--- src/rtl/shift_reg_out.sv ---
// -----------------------------------------------------------------------------
// shift_reg_out
//
// Mirrors a parallel data word onto an external 74HC595-style serial-in /
// parallel-out register chain. While enabled, any difference between in_data
// and the last word transmitted starts a transfer. A forced transfer after
// reset initialises the external register. Each transfer shifts the word out
// with a divided serial clock, then pulses the storage latch.
//
// Ports:
//   in_clk      main clock; all logic runs on its rising edge
//   in_rst      asynchronous active-low reset
//   in_enable   1 = transfers may start; an in-flight transfer always completes
//   in_data     parallel word to mirror (DATA_BITS wide)
//   out_serial  serial data to the register SER pin
//   out_sclk    shift clock to SRCLK; the register samples on its rising edge
//   out_latch   storage latch to RCLK; its rising edge updates the outputs
//   out_busy    high for every non-idle cycle of a transfer
//   out_done    one-cycle pulse on the final cycle of a transfer
// -----------------------------------------------------------------------------
module shift_reg_out #(
    parameter int unsigned MAIN_HZ   = 50_000_000,
    parameter int unsigned SERIAL_HZ = 1_000_000,
    parameter int unsigned DATA_BITS = 8,
    parameter int unsigned MSB_FIRST = 1
) (
    input  logic                 in_clk,
    input  logic                 in_rst,
    input  logic                 in_enable,
    input  logic [DATA_BITS-1:0] in_data,
    output logic                 out_serial,
    output logic                 out_sclk,
    output logic                 out_latch,
    output logic                 out_busy,
    output logic                 out_done
);

    // Half-period of the serial clock in main clocks, never below one.
    localparam int unsigned DIV_RAW = MAIN_HZ / SERIAL_HZ / 2;
    localparam int unsigned DIV     = (DIV_RAW < 1) ? 1 : DIV_RAW;
    localparam int unsigned WAIT_W  = $clog2(DIV) + 1;
    localparam int unsigned BIT_W   = $clog2(DATA_BITS) + 1;

    localparam logic [WAIT_W-1:0] WAIT_LAST = WAIT_W'(DIV - 1);
    localparam logic [BIT_W-1:0]  BIT_LAST  = BIT_W'(DATA_BITS - 1);

    typedef enum logic [1:0] {
        ST_IDLE       = 2'd0,
        ST_SHIFT_LOW  = 2'd1,
        ST_SHIFT_HIGH = 2'd2,
        ST_LATCH      = 2'd3
    } state_t;

    state_t                state_q;
    state_t                state_d;
    logic [WAIT_W-1:0]     wait_q;
    logic [WAIT_W-1:0]     wait_d;
    logic [BIT_W-1:0]      bit_q;
    logic [BIT_W-1:0]      bit_d;
    logic [DATA_BITS-1:0]  shift_q;
    logic [DATA_BITS-1:0]  shift_d;
    logic [DATA_BITS-1:0]  last_q;
    logic [DATA_BITS-1:0]  last_d;
    logic                  first_q;
    logic                  first_d;

    logic                  phase_end;
    logic                  start;
    logic [DATA_BITS-1:0]  shift_adv;
    logic                  tx_bit_d;

    logic                  serial_d;
    logic                  sclk_d;
    logic                  latch_d;
    logic                  busy_d;
    logic                  done_d;

    // Every timed phase lasts exactly DIV clocks.
    assign phase_end = (wait_q == WAIT_LAST);

    // A new transfer is due when enabled and the word differs from the last
    // one sent, or unconditionally once after reset.
    assign start = in_enable && ((in_data != last_q) || first_q);

    // Move the next bit toward the output end of the shift register.
    assign shift_adv = (MSB_FIRST != 0) ? (shift_q << 1) : (shift_q >> 1);

    // FSM state and datapath registers.
    always_ff @(posedge in_clk or negedge in_rst) begin
        if (!in_rst) begin
            state_q <= ST_IDLE;
            wait_q  <= '0;
            bit_q   <= '0;
            shift_q <= '0;
            last_q  <= '0;
            first_q <= 1'b1;
        end else begin
            state_q <= state_d;
            wait_q  <= wait_d;
            bit_q   <= bit_d;
            shift_q <= shift_d;
            last_q  <= last_d;
            first_q <= first_d;
        end
    end

    // Next-state and datapath update.
    always_comb begin
        state_d = state_q;
        wait_d  = wait_q;
        bit_d   = bit_q;
        shift_d = shift_q;
        last_d  = last_q;
        first_d = first_q;

        case (state_q)
            ST_IDLE: begin
                wait_d = '0;
                if (start) begin
                    // Freeze the word; later in_data changes wait for Idle.
                    shift_d = in_data;
                    last_d  = in_data;
                    first_d = 1'b0;
                    bit_d   = '0;
                    state_d = ST_SHIFT_LOW;
                end
            end

            ST_SHIFT_LOW: begin
                if (phase_end) begin
                    wait_d  = '0;
                    state_d = ST_SHIFT_HIGH;
                end else begin
                    wait_d = wait_q + WAIT_W'(1);
                end
            end

            ST_SHIFT_HIGH: begin
                if (phase_end) begin
                    wait_d = '0;
                    if (bit_q == BIT_LAST) begin
                        state_d = ST_LATCH;
                    end else begin
                        shift_d = shift_adv;
                        bit_d   = bit_q + BIT_W'(1);
                        state_d = ST_SHIFT_LOW;
                    end
                end else begin
                    wait_d = wait_q + WAIT_W'(1);
                end
            end

            ST_LATCH: begin
                if (phase_end) begin
                    wait_d  = '0;
                    state_d = ST_IDLE;
                end else begin
                    wait_d = wait_q + WAIT_W'(1);
                end
            end

            default: begin
                wait_d  = '0;
                state_d = ST_IDLE;
            end
        endcase
    end

    // Output values for the coming cycle, decoded from the next state so the
    // registered pins line up exactly with the state they describe.
    always_comb begin
        tx_bit_d = (MSB_FIRST != 0) ? shift_d[DATA_BITS-1] : shift_d[0];
        serial_d = 1'b0;
        sclk_d   = 1'b0;
        latch_d  = 1'b0;
        busy_d   = (state_d != ST_IDLE);
        done_d   = 1'b0;

        case (state_d)
            ST_SHIFT_LOW: begin
                serial_d = tx_bit_d;
            end
            ST_SHIFT_HIGH: begin
                // shift_d only advances on leaving this phase, so the bit holds.
                serial_d = tx_bit_d;
                sclk_d   = 1'b1;
            end
            ST_LATCH: begin
                latch_d = 1'b1;
                done_d  = (wait_d == WAIT_LAST);
            end
            default: begin
                serial_d = 1'b0;
            end
        endcase
    end

    // Glitch-free registered pins; reset clears them asynchronously.
    always_ff @(posedge in_clk or negedge in_rst) begin
        if (!in_rst) begin
            out_serial <= 1'b0;
            out_sclk   <= 1'b0;
            out_latch  <= 1'b0;
            out_busy   <= 1'b0;
            out_done   <= 1'b0;
        end else begin
            out_serial <= serial_d;
            out_sclk   <= sclk_d;
            out_latch  <= latch_d;
            out_busy   <= busy_d;
            out_done   <= done_d;
        end
    end

endmodule

--- config.mk ---
export PLATFORM = sky130hd
export DESIGN_NAME = shift_reg_out
export DESIGN_NICKNAME = d
export VERILOG_FILES = /design/src/rtl/shift_reg_out.sv
export SDC_FILE = /design/constraint.sdc
export NUM_CORES = 1
export LEC_CHECK = 0
export ABC_AREA = 0
export BUFFER_PORTS_ARGS = -buffer_cell sky130_fd_sc_hd__buf_4
export CAP_MARGIN = 20
export CORE_ASPECT_RATIO = 1.75
export CORE_MARGIN = 2
export CORE_UTILIZATION = 62
export CTS_CLUSTER_DIAMETER = 100
export CTS_CLUSTER_SIZE = 20
export DETAILED_ROUTE_END_ITERATION = 16
export MAX_ROUTING_LAYER = met4
export PLACE_DENSITY = 0.94
export REMOVE_ABC_BUFFERS = 1
export SKIP_LAST_GASP = 1
export SLEW_MARGIN = 5
export SYNTH_ARGS = -nofsm -noshare
export SYNTH_HDL_FRONTEND = slang
export SYNTH_SLANG_ARGS = --single-unit
--- constraint.sdc ---
create_clock -name in_clk -period 3.09 [get_ports in_clk]
set_input_delay 0.4635 -clock in_clk [delete_from_list [all_inputs] [get_ports in_clk]]
set_output_delay 0.4635 -clock in_clk [all_outputs]
set_load 0.005 [all_outputs]
-- Word-level counts from Yosys, hierarchy flattened
Index checks and enable logic that the tools add are counted.
- bits in registers: 34
- output and inout port bits: 5
- add/sub/neg operators: 2
- equal/unequal tests: 13
- muxes and demuxes: 20
- reductions and logical operators: 9
- operators with widths (operator ; count):
    2-to-1 mux 8 bit ; 3
    one-hot mux 8 bit (2 select lines) ; 1
    equality test 6 x 5 -> 1 bit (second input constant) ; 2
    2-to-1 mux 4 bit ; 3
    one-hot mux 6 bit (2 select lines) ; 1
    2-to-1 mux 2 bit ; 5
    equality test 2 bit (second input constant) ; 4
    inequality test 8 bit ; 1
    one-hot mux 2 bit (4 select lines) ; 1
    one-hot mux 4 bit (2 select lines) ; 1
    adder 6 x 1 -> 6 bit (second input constant) ; 1
    2-to-1 mux 6 bit ; 1
    inequality test 2 bit (second input constant) ; 3
    adder 4 x 1 -> 4 bit (second input constant) ; 1
    equality test 2 x 1 -> 1 bit (second input constant) ; 2
    equality test 4 x 3 -> 1 bit (second input constant) ; 1
    2-to-1 mux 1 bit ; 4
    AND reduction 4 bit ; 1
    nonzero test 2 bit ; 2
    OR reduction 3 bit ; 1
    logical NOT 2 bit ; 1
    AND reduction 2 bit ; 1
    OR reduction 2 bit ; 1
    logical AND 1 bit ; 1
    logical OR 1 bit ; 1

-- Logic depth before layout (Yosys ltp)
- depth in word-level cells: 8
- depth in mapped cells: 10
- mapped depth without buffers: 10

-- Least setup slack after synthesis
Ideal clock, no wire load.
- kind: input -> register
- start point: in in_data[4]
- end point: reg out_done
- setup time: 0.141 ns
- arrival time: 1.840 ns
- data required time: 2.949 ns
- setup slack: 1.109 ns
- stages on the path: 9
- path through: xor2_1 nor4_2 a41oi_1 buf_2 a211oi_2 inv_2 ha_1 nand4_1 nor4_1
- word-level cells in the longest chain between the ends: 7
- ends and longest elaborated chain (item ; RTL line ; text):
    start: declaration ; 30 ; input logic [DATA_BITS-1:0] in_data,
    inequality test 8 bit ; 83 ; assign start = in_enable && ((in_data != last_q) || first_q);
    logical OR 1 bit ; 83 ;
    logical AND 1 bit ; 83 ;
    2-to-1 mux 2 bit ; 119 ; if (start) begin
    one-hot mux 2 bit (4 select lines) ; 116 ; case (state_q)
    net state_d[0] ; 55 ; state_t state_d;
    equality test 2 bit ; 179 ; case (state_d)
    2-to-1 mux 1 bit ; 179 ;
    net done_d ; 76 ; logic done_d;
    end signal: assignment ; 211 ; out_done <= done_d;
    end: declaration ; 35 ; output logic out_done
The timed path passes the listed nets, and every way through them passes these cells.
A chain may end at the register's enable or synchronous reset.

-- Worst setup path after layout
- start point: reg wait_q[0]
- end point: reg out_done
- word-level cells in the longest chain between the ends: 5
- elaborated cells on any way between the ends: 11
- classes of those cells: add/sub: 1; eq/ne: 3; mux: 7
- ends and longest elaborated chain (item ; RTL line ; text):
    start: declaration ; 56 ; logic [WAIT_W-1:0] wait_q;
    start signal: assignment ; 99 ; wait_q <= wait_d;
    equality test 6 x 5 -> 1 bit * ; 79 ; assign phase_end = (wait_q == WAIT_LAST);
    2-to-1 mux 2 bit (on tied branches) ; 154, 130, 139 ;
    one-hot mux 2 bit (4 select lines) * ; 116 ;
    net state_d[1] ; 55 ;
    equality test 2 bit * ; 179 ;
    2-to-1 mux 1 bit * ; 179 ;
    net done_d ; 76 ;
The timed path passes the listed nets; every way through them passes the cells marked *.

==> results by group <==
Clock tree
  – Post-CTS Hold Fix Bufs: 0
  – Clock Latency Late Sink: 0.28 ns
  – Clock sinks: 34
  – CTS-repair resized insts: 0
  – Clock Tree Root: clkbuf_8
  – CTS H-tree lvls: 2
  – Clk buf depth: 2
  – Postcts setup bufs: 0
  – Total CTS buffers: 5
  – Clk slew on worst S/H paths: 0.06 ns
  – CTS tree: yes

STA
  – Worst Max-Slew Pin Slew: 0.738 ns
  – Finish-stage setup viols: 0
  – Final worst slack: 0.879 ns
  – Crit share post-route: 0.715
  – Max Transition Viols Final: 0
  – Final Critical Period: 2.21 ns
  – Fin Setup TNS: 0 ns
  – RSZ-0062 raised after global routing: false
  – Clk_skew: 0.00622 ns
  – Achievable Freq: 452 MHz
  – Final Hold Vio Count: 0
  – Slew margin rel.: 0.505

Floorplanning
  – Total core area: 2490 um2
  – Chip height: 72.0 um
  – I/O pin total: 16
  – Chip width: 42.9 um
  – Initial Util: 0.658
  – Row cnt: 24
  – Die Area: 3090 um2

Worst setup path
  – CP cell instances: inv_1 -> ha_1 -> nand4b_2 -> nor2_1 -> nand2_1 -> o21ai_0 -> ha_1 -> nand4_1 -> nor4_1
  – Worst-path fanout max: 4
  – CP peak stage delay: 0.42 ns
  – CP Launch Point: wait_q[0]$_DFF_PN0_
  – Critical path's slowest cell: dfrtp_1
  – R2R Path Start: wait_q[0]$_DFF_PN0_
  – CP Capture Type: flip-flop
  – Critical path class: flip-flop to flip-flop
  – WP data arrival: 2.40 ns
  – Crit-path most repeated cell: ha_1
  – Setup crit start kind: flip-flop
  – Critical path data required time: 3.28 ns

Power
  – Peak VDD IR: 0.000668 V
  – Switch Pwr: 581 uW
  – Clock power frac: 0.183
  – Combinational Power Share: 0.332
  – Seq pwr share: 0.484
  – PD cells: 874 nW/um2
  – Leak: 0.000875 uW
  – Sw frac: 0.360
  – Int Power: 1030 uW

Logic synthesis
  – Synth Flop Type: dfrtp_1
  – Synth Area per Inst: 11.6 um2
  – Synth Register Bits: 34
  – Synth warn: 0
  – Mapped cell area: 1640 um2
  – Post-synth cell types: 39
  – Number of enable flip-flop cells after synthesis: 0
  – Top post-synthesis cells by count: dfrtp_1, nor2_1, xor2_1, mux2_1, a22o_1
  – Seq/Total Area, Yosys: 0.519
  – Most common cell in the synthesized netlist: dfrtp_1
  – Ys async rst share: 1.00
  – Post-synthesis cell type with the largest combined area: dfrtp_1
  – Synth top area cells: dfrtp_1, mux2_1, xor2_1
  – Synth Instances: 141
  – Synth top area share: 0.503

Detailed routing
  – Met2 WL: 1800 um
  – Via count: 1151
  – Number of nets with antenna violations after routing: 0
  – DR WL met3: 132 um
  – Highest metal used: met4
  – Routed wire length: 3200 um
  – Initial DRC Count: 43
  – Residual DRC: 0
  – Met1 WL: 1130 um
  – Drt pass-1 iters: 4
  – Avg Vias per Cell: 6.19
  – Wire per inst: 17.2 um

Status
  – Outcome: finished clean

Placed design
  – Post-DP Area: 1770 um2
  – Port Buffers: 15
  – Final estimated routing congestion in global placement: 0.784
  – DP HPWL: 2360 um
  – Inst Count DP: 179
  – Placement Setup Slack: 0.905 ns

Global routing
  – Initial antenna violation count: 0
  – Number of global-route vias before repair: 1247
  – Largest net degree at the start of global routing: 35
  – Total congestion overflow: 0
  – Tot GR Track Use: 0.254
  – First-pass GRT wire length: 5510 um

Worst hold path
  – Hold/Removal Path Class: primary input to asynchronous set/reset pin

Cells and area
  – N_diodes: 0
  – Filler cells: 179
  – Area Growth Syn to Fin: 12.7%
  – Fin nets: 177
  – Multi-input gate area: 741 um2
  – Sequential cell area: 852 um2
  – Non-filler cells, final: 186
  – Layout cells sized above 1: 0.200
  – Final instance area: 1850 um2

Run
  – Max Cap Viol: 0
[state kept, by name (all words and copies together) (netlist names)]
signal and flops:
out_latch 1, out_serial 1, first_q 1, state_q 2
out_done 1, wait_q 6, shift_q 8, bit_q 4
out_busy 1, last_q 8, out_sclk 1
[stage by stage]
step / util / total power (uW) / hold WS (ns)
6_report: 0.741 / 1610 / 0.120
5_1_grt: 0.741 / 1720 / 0.153
4_1_cts: 0.741 / 1620 / 0.125
3_5_place_dp: 0.711 / 1320 / 0.429
3_3_place_gp: 0.711 / 1260 / 0.417
2_1_floorplan: - / 1120 / 0.168
[power groups by stage]
stage          Combinational (uW)  Sequential, uW  Clock, uW
3_3_place_gp                  496             761          0
4_1_cts                       541             777        304
6_report                      536             782        296
5_1_grt                       598             800        323
3_5_place_dp                  535             784          0
2_1_floorplan                 378             742          0
[layer usage]
metal / vias up / GRT usage
li1: 527 / -
met1: 579 / 0.262
met2: 32 / 0.428
met3: 13 / 0.0647
met4: 0 / 0.146
met5: - / -
[path summary, 6_finish.rpt]
check / to / cells after the start / slack, ns
worst max-delay path: out_done$_DFF_PN0_ / 9 / 0.88
worst min-delay path: bit_q[1]$_DFFE_PN0P_ / 1 / 0.12
worst max register to register: out_done$_DFF_PN0_ / 9 / 0.88
worst min register to register: shift_q[4]$_DFFE_PN0P_ / 1 / 0.48
max in group asynchronous: first_q$_DFFE_PN1P_ / 1 / 2.64
min in group in_clk: last_q[3]$_DFFE_PN0P_ / 2 / 0.43
[cell type report]
type,instances,area share
flip-flops and latches,34,0.461
multi-input cells,96,0.401
repair buffers,16,0.0650
clock buffers,7,0.0413
well taps,26,0.0176
inverters,7,0.0142
[cell families after synthesis]
group / count (synthesis) / synth area share
and+or+nand+nor: 41 / 0.145
AOI/OAI and AO/OA: 25 / 0.113
xor gates and xnor gates: 14 / 0.0747
adders and majority gates: 6 / 0.0458
muxes: 10 / 0.0687
DFF: 34 / 0.519
buffers and inverters: 11 / 0.0336
[cell usage in the layout, fill, tap and decap left out]
master	instances
dfrtp_1	33
buf_4	16
nor2_1	14
xor2_1	10
mux2_1	8
a22o_1	7
nand2_1	6
inv_1	6
a21o_1	6
ha_1	6
nand3_1	5
clkbuf_8	5
xnor2_1	4
o21ai_0	4
nand2b_1	2
mux2_2	2
a21oi_1	2
nand4_1	2
clkbuf_1	2
nand4b_2	1
or2_1	1
nor3_1	1
nor4_2	1
a41oi_2	1
a211oi_2	1
inv_2	1
nand3b_1	1
and3b_1	1
a31oi_1	1
a311oi_1	1
nor2b_1	1
o21ai_1	1
nor4_1	1
a211oi_1	1
nor4_4	1
nor2_4	1
nor2_2	1
and2_1	1
dfstp_2	1
[worst max-delay path: cells and delay by family (launching register included)]
family	cells	cell delay (ns)
AND/OR/NAND/NOR	5	0.70
AO/OA/AOI/OAI	1	0.40
flip-flops	1	0.42
buffers and inverters	1	0.11
adder cells (fa/ha/maj)	2	0.48
(Power assumes the default switching activity.)
